### src/rtl/inst_encoder.sv
// Instruction encoder: packs decoded fields into 8-bit words and streams them
// into program memory through a small FIFO that absorbs memory backpressure.
module inst_encoder #(
  parameter int ADDR_W     = 8,
  parameter int FIFO_DEPTH = 4
) (
  input  logic              clk,
  input  logic              reset,
  input  logic              start,
  input  logic [ADDR_W-1:0] base_addr,
  input  logic              in_valid,
  output logic              in_ready,
  input  logic [3:0]        in_opcode,
  input  logic [1:0]        in_rd,
  input  logic [1:0]        in_rs,
  input  logic [7:0]        in_imm,
  input  logic              in_last,
  output logic              mem_we,
  output logic [ADDR_W-1:0] mem_addr,
  output logic [7:0]        mem_wdata,
  input  logic              mem_ready,
  output logic              busy,
  output logic              done,
  output logic              err,
  output logic [ADDR_W-1:0] words_written,
  output logic [1:0]        state_dbg
);

  // Handshakes: a transfer happens on a cycle where valid && ready are both
  // high at the rising edge; a valid source holds its payload until then.

  localparam int PTR_W = $clog2(FIFO_DEPTH);

  typedef enum logic [1:0] {
    S_IDLE  = 2'd0,
    S_LOAD  = 2'd1,
    S_DRAIN = 2'd2,
    S_DONE  = 2'd3
  } state_e;

  state_e             state_q, state_d;
  logic [7:0]         fifo_mem_q [FIFO_DEPTH];
  logic [PTR_W-1:0]   wr_ptr_q, rd_ptr_q;
  logic [PTR_W:0]     count_q;
  logic [ADDR_W-1:0]  addr_q;
  logic [ADDR_W-1:0]  words_q;
  logic               err_q;

  logic [7:0]         enc_word;
  logic               enc_ok;
  logic               fifo_full, fifo_empty;
  logic               accept, push, pop;

  // Immediate fits the field when every bit above the field's sign bit
  // matches that sign bit.
  always_comb begin
    enc_word = 8'h00;
    enc_ok   = 1'b1;
    case (in_opcode)
      4'h0, 4'h1: begin
        enc_word = {in_opcode, in_imm[3:0]};
        enc_ok   = (in_imm[7:3] == 5'b00000) || (in_imm[7:3] == 5'b11111);
      end
      4'h3, 4'h4, 4'h5, 4'h6, 4'h7, 4'h8, 4'hA: begin
        enc_word = {in_opcode, in_rd, in_rs};
        enc_ok   = 1'b1;
      end
      default: begin
        enc_word = {in_opcode, in_rd, in_imm[1:0]};
        enc_ok   = (in_imm[7:1] == 7'b0000000) || (in_imm[7:1] == 7'b1111111);
      end
    endcase
  end

  assign fifo_full  = (count_q == (PTR_W+1)'(FIFO_DEPTH));
  assign fifo_empty = (count_q == '0);

  always_comb begin
    state_d   = state_q;
    in_ready  = 1'b0;
    mem_we    = 1'b0;
    busy      = 1'b0;
    done      = 1'b0;
    case (state_q)
      S_IDLE: begin
        if (start) state_d = S_LOAD;
      end
      S_LOAD: begin
        busy     = 1'b1;
        in_ready = !fifo_full;
        mem_we   = !fifo_empty;
        if (in_valid && !fifo_full && in_last) state_d = S_DRAIN;
      end
      S_DRAIN: begin
        busy   = 1'b1;
        mem_we = !fifo_empty;
        if (fifo_empty) state_d = S_DONE;
      end
      S_DONE: begin
        done    = 1'b1;
        state_d = S_IDLE;
      end
      default: state_d = S_IDLE;
    endcase
  end

  // Dropped tuples still complete the handshake, they just never reach the FIFO.
  assign accept = in_valid && in_ready;
  assign push   = accept && enc_ok;
  assign pop    = mem_we && mem_ready;

  always_ff @(posedge clk) begin
    if (reset) begin
      state_q  <= S_IDLE;
      wr_ptr_q <= '0;
      rd_ptr_q <= '0;
      count_q  <= '0;
      addr_q   <= '0;
      words_q  <= '0;
      err_q    <= 1'b0;
      for (int i = 0; i < FIFO_DEPTH; i++) fifo_mem_q[i] <= 8'h00;
    end else begin
      state_q <= state_d;
      if (push) begin
        fifo_mem_q[wr_ptr_q] <= enc_word;
        wr_ptr_q             <= wr_ptr_q + 1'b1;
      end
      if (pop) rd_ptr_q <= rd_ptr_q + 1'b1;
      case ({push, pop})
        2'b10:   count_q <= count_q + 1'b1;
        2'b01:   count_q <= count_q - 1'b1;
        default: count_q <= count_q;
      endcase
      if (state_q == S_IDLE && start) begin
        addr_q  <= base_addr;
        words_q <= '0;
        err_q   <= 1'b0;
      end else begin
        if (pop) begin
          addr_q  <= addr_q + 1'b1;
          words_q <= words_q + 1'b1;
        end
        if (accept && !enc_ok) err_q <= 1'b1;
      end
    end
  end

  assign mem_addr      = addr_q;
  assign mem_wdata     = fifo_mem_q[rd_ptr_q];
  assign err           = err_q;
  assign words_written = words_q;
  assign state_dbg     = state_q;

endmodule

### config.mk
export PLATFORM = sky130hd
export DESIGN_NAME = inst_encoder
export DESIGN_NICKNAME = d
export VERILOG_FILES = /design/src/rtl/inst_encoder.sv
export SDC_FILE = /design/constraint.sdc
export NUM_CORES = 1
export LEC_CHECK = 0
export ABC_AREA = 1
export CORE_MARGIN = 2
export CORE_UTILIZATION = 45
export CTS_CLUSTER_DIAMETER = 150
export DETAILED_ROUTE_END_ITERATION = 6
export PLACE_DENSITY_LB_ADDON = 0.3
export SLEW_MARGIN = 20
export SYNTH_ARGS = -nofsm -noshare
export SYNTH_HDL_FRONTEND = slang
export SYNTH_SLANG_ARGS = --single-unit
### constraint.sdc
create_clock -name clk -period 6 [get_ports clk]
set_clock_uncertainty 0.15 [all_clocks]
set_input_delay 1.2 -clock clk [delete_from_list [all_inputs] [get_ports clk]]
set_output_delay 1.2 -clock clk [all_outputs]
set_load 0.1 [all_outputs]
* Word-level counts from Yosys, hierarchy flattened
Memories as Yosys holds them, arrays and structs flattened. A register that Yosys moved wholly into a read port is not among the register bits.
Cells that the tools add are included.
** Cells by class
- Mux-type cells :: 23
- Equal/unequal tests :: 19
- Reduce and logical (&&, ||, !) cells :: 25
- Add/subtract/negate cells :: 6
** Operator list (number)
- $mux 8 :: 3
- $add 8x1->8 const B :: 2
- $eq 4x3->1 const B :: 4
- $mux 2 :: 6
- $mux 1 :: 10
- $eq 4x4->1 const B :: 2
- $pmux 2 s4 :: 1
- $pmux 4 s2 :: 1
- $reduce_or 8->1 :: 1
- $eq 7x7->1 const B :: 1
- $logic_and 1x1->1 :: 7
- $logic_not 7->1 :: 1
- $reduce_or 7->1 :: 1
- $eq 2x2->1 const B :: 3
- $ne 2x2->1 const B :: 3
- $pmux 3 s2 :: 1
- $reduce_or 2->1 :: 3
- $eq 5x5->1 const B :: 1
- $logic_not 5->1 :: 1
- $add 2x1->2 const B :: 2
- $eq 2x1->1 const B :: 2
- $eq 4x1->1 const B :: 1
- $eq 4x2->1 const B :: 1
- $logic_not 4->1 :: 1
- other kinds (10) :: 14
** Word-level totals
- Memory bits (writable) :: 32
- Input bits :: 30
- Logic and storage cells :: 81
- Flip-flop bits (word level) :: 26
- Output and inout port bits :: 31
- Memories :: 1
** Memory list
- fifo_mem_q :: words 4, bits a word 8, read ports 1, clocked after memory_dff 1, wr ports 4, RTL line 42 : logic [7:0] fifo_mem_q [FIFO_DEPTH];

* Depth between registers and ports, before layout
- Word-level depth :: 10
- Mapped depth :: 14

* Worst setup path after synthesis
Ideal clock, no wire load.
- Path kind :: reg-to-output
- From :: register state_q[0] (netlist: state_dbg[0])
- To :: output mem_we
- Buffers on the path :: 0
- Data arrival time :: 3023 ps
- Setup slack :: 1627 ps
- Cell stages (with the launch flop) :: 4
- Path through :: dfxtp_1 -> inv_1 -> ha_1 -> and2_1
** Between the ends
- Longest elaborated chain between the ends :: 3
- Elaborated cells between the ends (all ways) :: 4
- Those cells by class :: 2 x eq/ne; 1 x mux; 1 x reduce/logical
** Ends and longest elaborated chain
- from (decl) :: RTL line 41 : state_e state_q, state_d;
- from (signal assigned) :: RTL line 123 : state_q <= state_d;
- $eq 2x2->1 or $eq 2x1->1 (tied branches) :: RTL line 84 : case (state_q)
- $reduce_or 2->1 (no source line) *
- $mux 1 *
- to (decl) :: RTL line 18 : output logic mem_we,
Mark *: on every way between the ends. The rest lies on a longest branch, timed or not.

==> metrics.md <==
| Metric | Value |
|---|---|
| Result of the run | completed |
| Share of cells above drive strength 1 | roughly 10% |
| # H-tree levels | 3 |
| Data arrival time of the critical path | 2.59 ns |
| CTS max path bufs | 2 |
| Area share of the leading cell type in the synthesized netlist | between 30% and 40% |
| Number of top-level design ports | about 60 |
| DP Worst Slack | roughly 2.3 ns |
| # fillers | 569 |
| Fraction of power consumed by the clock network | between 20% and 30% |
| Highest attainable clock frequency | 254 MHz |
| Fraction of registers with async set/reset | 0% |
| Net switching component of the power | slightly above 700 µW |
| Largest net degree at the start of global routing | 18 |
| Largest stage delay, worst path | 1.17 ns |
| Min Clock Period, post-route | between 3 and 4 ns |
| Number of enable flip-flop cells after synthesis | 32 |
| Class of the most critical setup path | register to output port |
| Internal power | 877 µW |
| Cell type contributing the most total cell area after synthesis | sky130_fd_sc_hd__edfxtp_1 |
| Clock Latency Late Sink | about 0.33 ns |
| Final worst slack | around 2 ns |
| Number of antenna violations at the first check in global routing | 0 |
| Tot GR Track Use | approximately 20% |
| Starting density of the core | between 40% and 50% |
| Die height | 85.7 µm |
| Leakage | roughly 1.5 nW |
| Combinational share of power | a little over two fifths |
| Number of CTS-inserted buffers | 9 |
| Worst-case hold slack | 0.325 ns |
| Top cells by area in the synthesized netlist | sky130_fd_sc_hd__edfxtp_1 (32%), sky130_fd_sc_hd__dfxtp_1 (19%), sky130_fd_sc_hd__nor2_1 (9.5%) |
| Inserted Diodes | 0 |
| Post-route insts no fill | roughly 490 |
| Port bufs | 60 |
| Vias | 2495 |
| Transition time of the tightest slew-check pin | about 1 ns |
| Post-cts hold buffer count | 0 |
| Final hold vios | 0 |
| Overflow left after global routing | 0 |
| Row count | 29 |
| Slowest cell on the critical path | sky130_fd_sc_hd__clkdlybuf4s50_1 |
| Detailed Route Iter0 Violations | between 100 and 150 |
| CP Launch Type | register |
| Clock tree from TritonCTS | done |
| TritonCTS sink count | 60 |
| Slew headroom | roughly a third |
| Cell-by-cell trace of the critical path | inv_2 > o21ai_0 > o22ai_1 > clkdlybuf4s50_1 |
| Number of global-route vias before repair | roughly 2500 |
| Post-Synthesis Net Count | about 380 |
| DP Cell Count | ~470 |
| Number of detailed-routing iterations run before antenna repair | 6 |
| Required @ worst endpoint | 4.65 ns |
| Critical Path Sink Type | output port |
| Most common flop cell mapped by yosys | sky130_fd_sc_hd__edfxtp_1 |
| Post-synthesis cell count | 338 |
| Final nets | about 440 |
| Setup Fix Bufs, Post-CTS | 0 |
| Layout overhead on the synthesized area | 29.3% |
| Post-Route Utilization | roughly 60% |
| Pwr Density | 412 nW/µm² |
| Post-detailed-routing wire length | 6630 µm |
| Placeable Area | 6420 µm² |
| Number of remaining DRC errors | 0 |
| Clock transition at the registers of the reported paths | ~0.070 ns |
| Netlist area before placement | between 3000 and 4000 µm² |
| Weighted congestion reported at the end of routability-driven placement | ~0.80 |
| Number of synthesis warnings | 0 |
| Maxcap violations | 0 |
| Worst-case vdd ir drop | 0.445 mV |
| Via/cell ratio | slightly above 5 |
| Crit share post-route | approximately 66% |
| Sequential cell area fraction in the yosys report | 50.6% |
| Detail-routed net length per standard cell | about 14 µm |
| Final HPWL DP | roughly 4800 µm |
| TNS Setup | 0 ns |
| Worst min path class | register to register |
| Setup repair after global routing missed its margin | no |
| # setup viols final | 0 |
| Power share of the sequential group | about a third |
| Number of flip-flops and latches in the synthesized netlist | 60 |
| Clk root buf | sky130_fd_sc_hd__clkbuf_8 |
| Crit Path Max Fanout | 17 |
| Synthesized area per cell | 8.89 µm² |
| Number of distinct library cells after synthesis | 41 |
| Post-DRT Antenna Nets | 0 |
| Fraction of power spent switching nets | 45.2% |
| Global-route wire length before repair | between 10000 and 15000 µm |
| Die area | approximately 7300 µm² |
| Final Max Slew Viols | 0 |
| Die X-Extent | between 80 and 90 µm |
| Post-CTS sizing | 0 |
## worst max-delay path, delay by kind of cell (launching register included)
kind	cells	cell delay (ns)
compound gates	2	0.31
buf+inv	2	1.47
flops	1	0.48
## layout make-up
class | count | area [µm²] | area share (%)
multi-input cells | 239 | 1330 | 34.3
repair buffers | 60 | 601 | 15.5
flip-flops and latches | 60 | 1520 | 39.2
inverters | 33 | 125 | 3.22
well taps | 77 | 96.3 | 2.48
clock inverters | 5 | 76.3 | 1.96
clock buffers | 11 | 131 | 3.38
## routing by layer
layer | vias up | routed length (µm) | GRT usage [%] | share of wire, %
met5 | - | 0 | 0 | 0
met4 | 0 | 116 | 9.96 | 1.8
met3 | 11 | 318 | 3.95 | 4.8
met2 | 66 | 3220 | 32.5 | 49
met1 | 1139 | 2970 | 24.1 | 45
li1 | 1279 | - | - | -
## Yosys cell counts, types with 4 or more instances
cell type	count
sky130_fd_sc_hd__nor2_1	76
sky130_fd_sc_hd__nand2_1	37
sky130_fd_sc_hd__edfxtp_1	32
sky130_fd_sc_hd__dfxtp_1	28
sky130_fd_sc_hd__inv_1	20
sky130_fd_sc_hd__o21ai_1	19
sky130_fd_sc_hd__a21oi_1	17
sky130_fd_sc_hd__nand3_1	13
sky130_fd_sc_hd__o21ai_0	13
sky130_fd_sc_hd__inv_2	12
sky130_fd_sc_hd__ha_1	8
sky130_fd_sc_hd__o22ai_1	8
sky130_fd_sc_hd__nor3_1	5
sky130_fd_sc_hd__xor2_1	5
sky130_fd_sc_hd__clkbuf_1	4
sky130_fd_sc_hd__mux2i_1	4
sky130_fd_sc_hd__nand3_4	4
## kinds of logic (layout without fill, tap and decap cells)
group | after synthesis | in the layout | share of synthesized area [%]
AOI/OAI and AO/OA | 66 | 66 | 12.2
adders and majority gates | 9 | 9 | 4.00
xor gates and xnor gates | 7 | 7 | 2.04
buffers and inverters | 39 | 109 | 5.00
muxes | 4 | 4 | 1.33
DFF | 60 | 60 | 50.6
and+or+nand+nor | 153 | 153 | 24.9
## metrics by stage
step	total power [mW]	instance area (µm²)
global placement	1.21	3680
CTS	1.61	3880
detailed placement	1.22	3680
global route	1.68	3880
floorplan	1.06	3010
finish	1.60	3880
## registers in the layout, indices dropped and copies added (netlist names), named ones only
signal / flops
fifo_mem_q: 32
mem_addr: 8
words_written: 8
count_q: 3
rd_ptr_q: 2
state_dbg: 2
wr_ptr_q: 2
err: 1
## power groups by stage
stage | clock network [mW] | logic [mW] | registers (mW)
after detailed placement | 0 | 0.701 | 0.523
after floorplan | 0 | 0.388 | 0.676
after global placement | 0 | 0.694 | 0.521
after CTS | 0.390 | 0.703 | 0.515
after global routing | 0.411 | 0.747 | 0.522
final | 0.385 | 0.700 | 0.515
## path summary, 6_finish.rpt
path | startpoint | end | slack (ns) | cells past startpoint
max | register | mem_wdata[1] | 2.06 | 4
min | count_q[0] | count_q[0] | 0.32 | 1
max reg2reg | state_dbg[0] | count_q[2] | 3.33 | 11
min reg2reg | count_q[0] | count_q[0] | 0.32 | 1
## placed cells by master (no fill, tap or decap), types with 2 or more instances in the layout
cell and instances:
sky130_fd_sc_hd__nor2_1 76, sky130_fd_sc_hd__edfxtp_1 32, sky130_fd_sc_hd__nor3_1 5, sky130_fd_sc_hd__nand4_1 2, sky130_fd_sc_hd__nor3b_1 2, sky130_fd_sc_hd__o211ai_1 2
sky130_fd_sc_hd__and2_1 2, sky130_fd_sc_hd__ha_1 8, sky130_fd_sc_hd__clkbuf_1 2, sky130_fd_sc_hd__clkinv_2 2, sky130_fd_sc_hd__a21oi_1 17, sky130_fd_sc_hd__mux2i_1 4
sky130_fd_sc_hd__clkbuf_8 9, sky130_fd_sc_hd__nand3_2 2, sky130_fd_sc_hd__inv_2 12, sky130_fd_sc_hd__dfxtp_1 28, sky130_fd_sc_hd__o21ai_0 13, sky130_fd_sc_hd__xnor2_1 2
sky130_fd_sc_hd__nand2_1 37, sky130_fd_sc_hd__o21ai_1 19, sky130_fd_sc_hd__bufinv_16 2, sky130_fd_sc_hd__nand3_1 13, sky130_fd_sc_hd__a31oi_1 3, sky130_fd_sc_hd__inv_1 20
sky130_fd_sc_hd__o22ai_1 8, sky130_fd_sc_hd__xor2_1 5, sky130_fd_sc_hd__nand3_4 4, sky130_fd_sc_hd__clkdlybuf4s50_1 60
(Power assumes the default switching activity.)
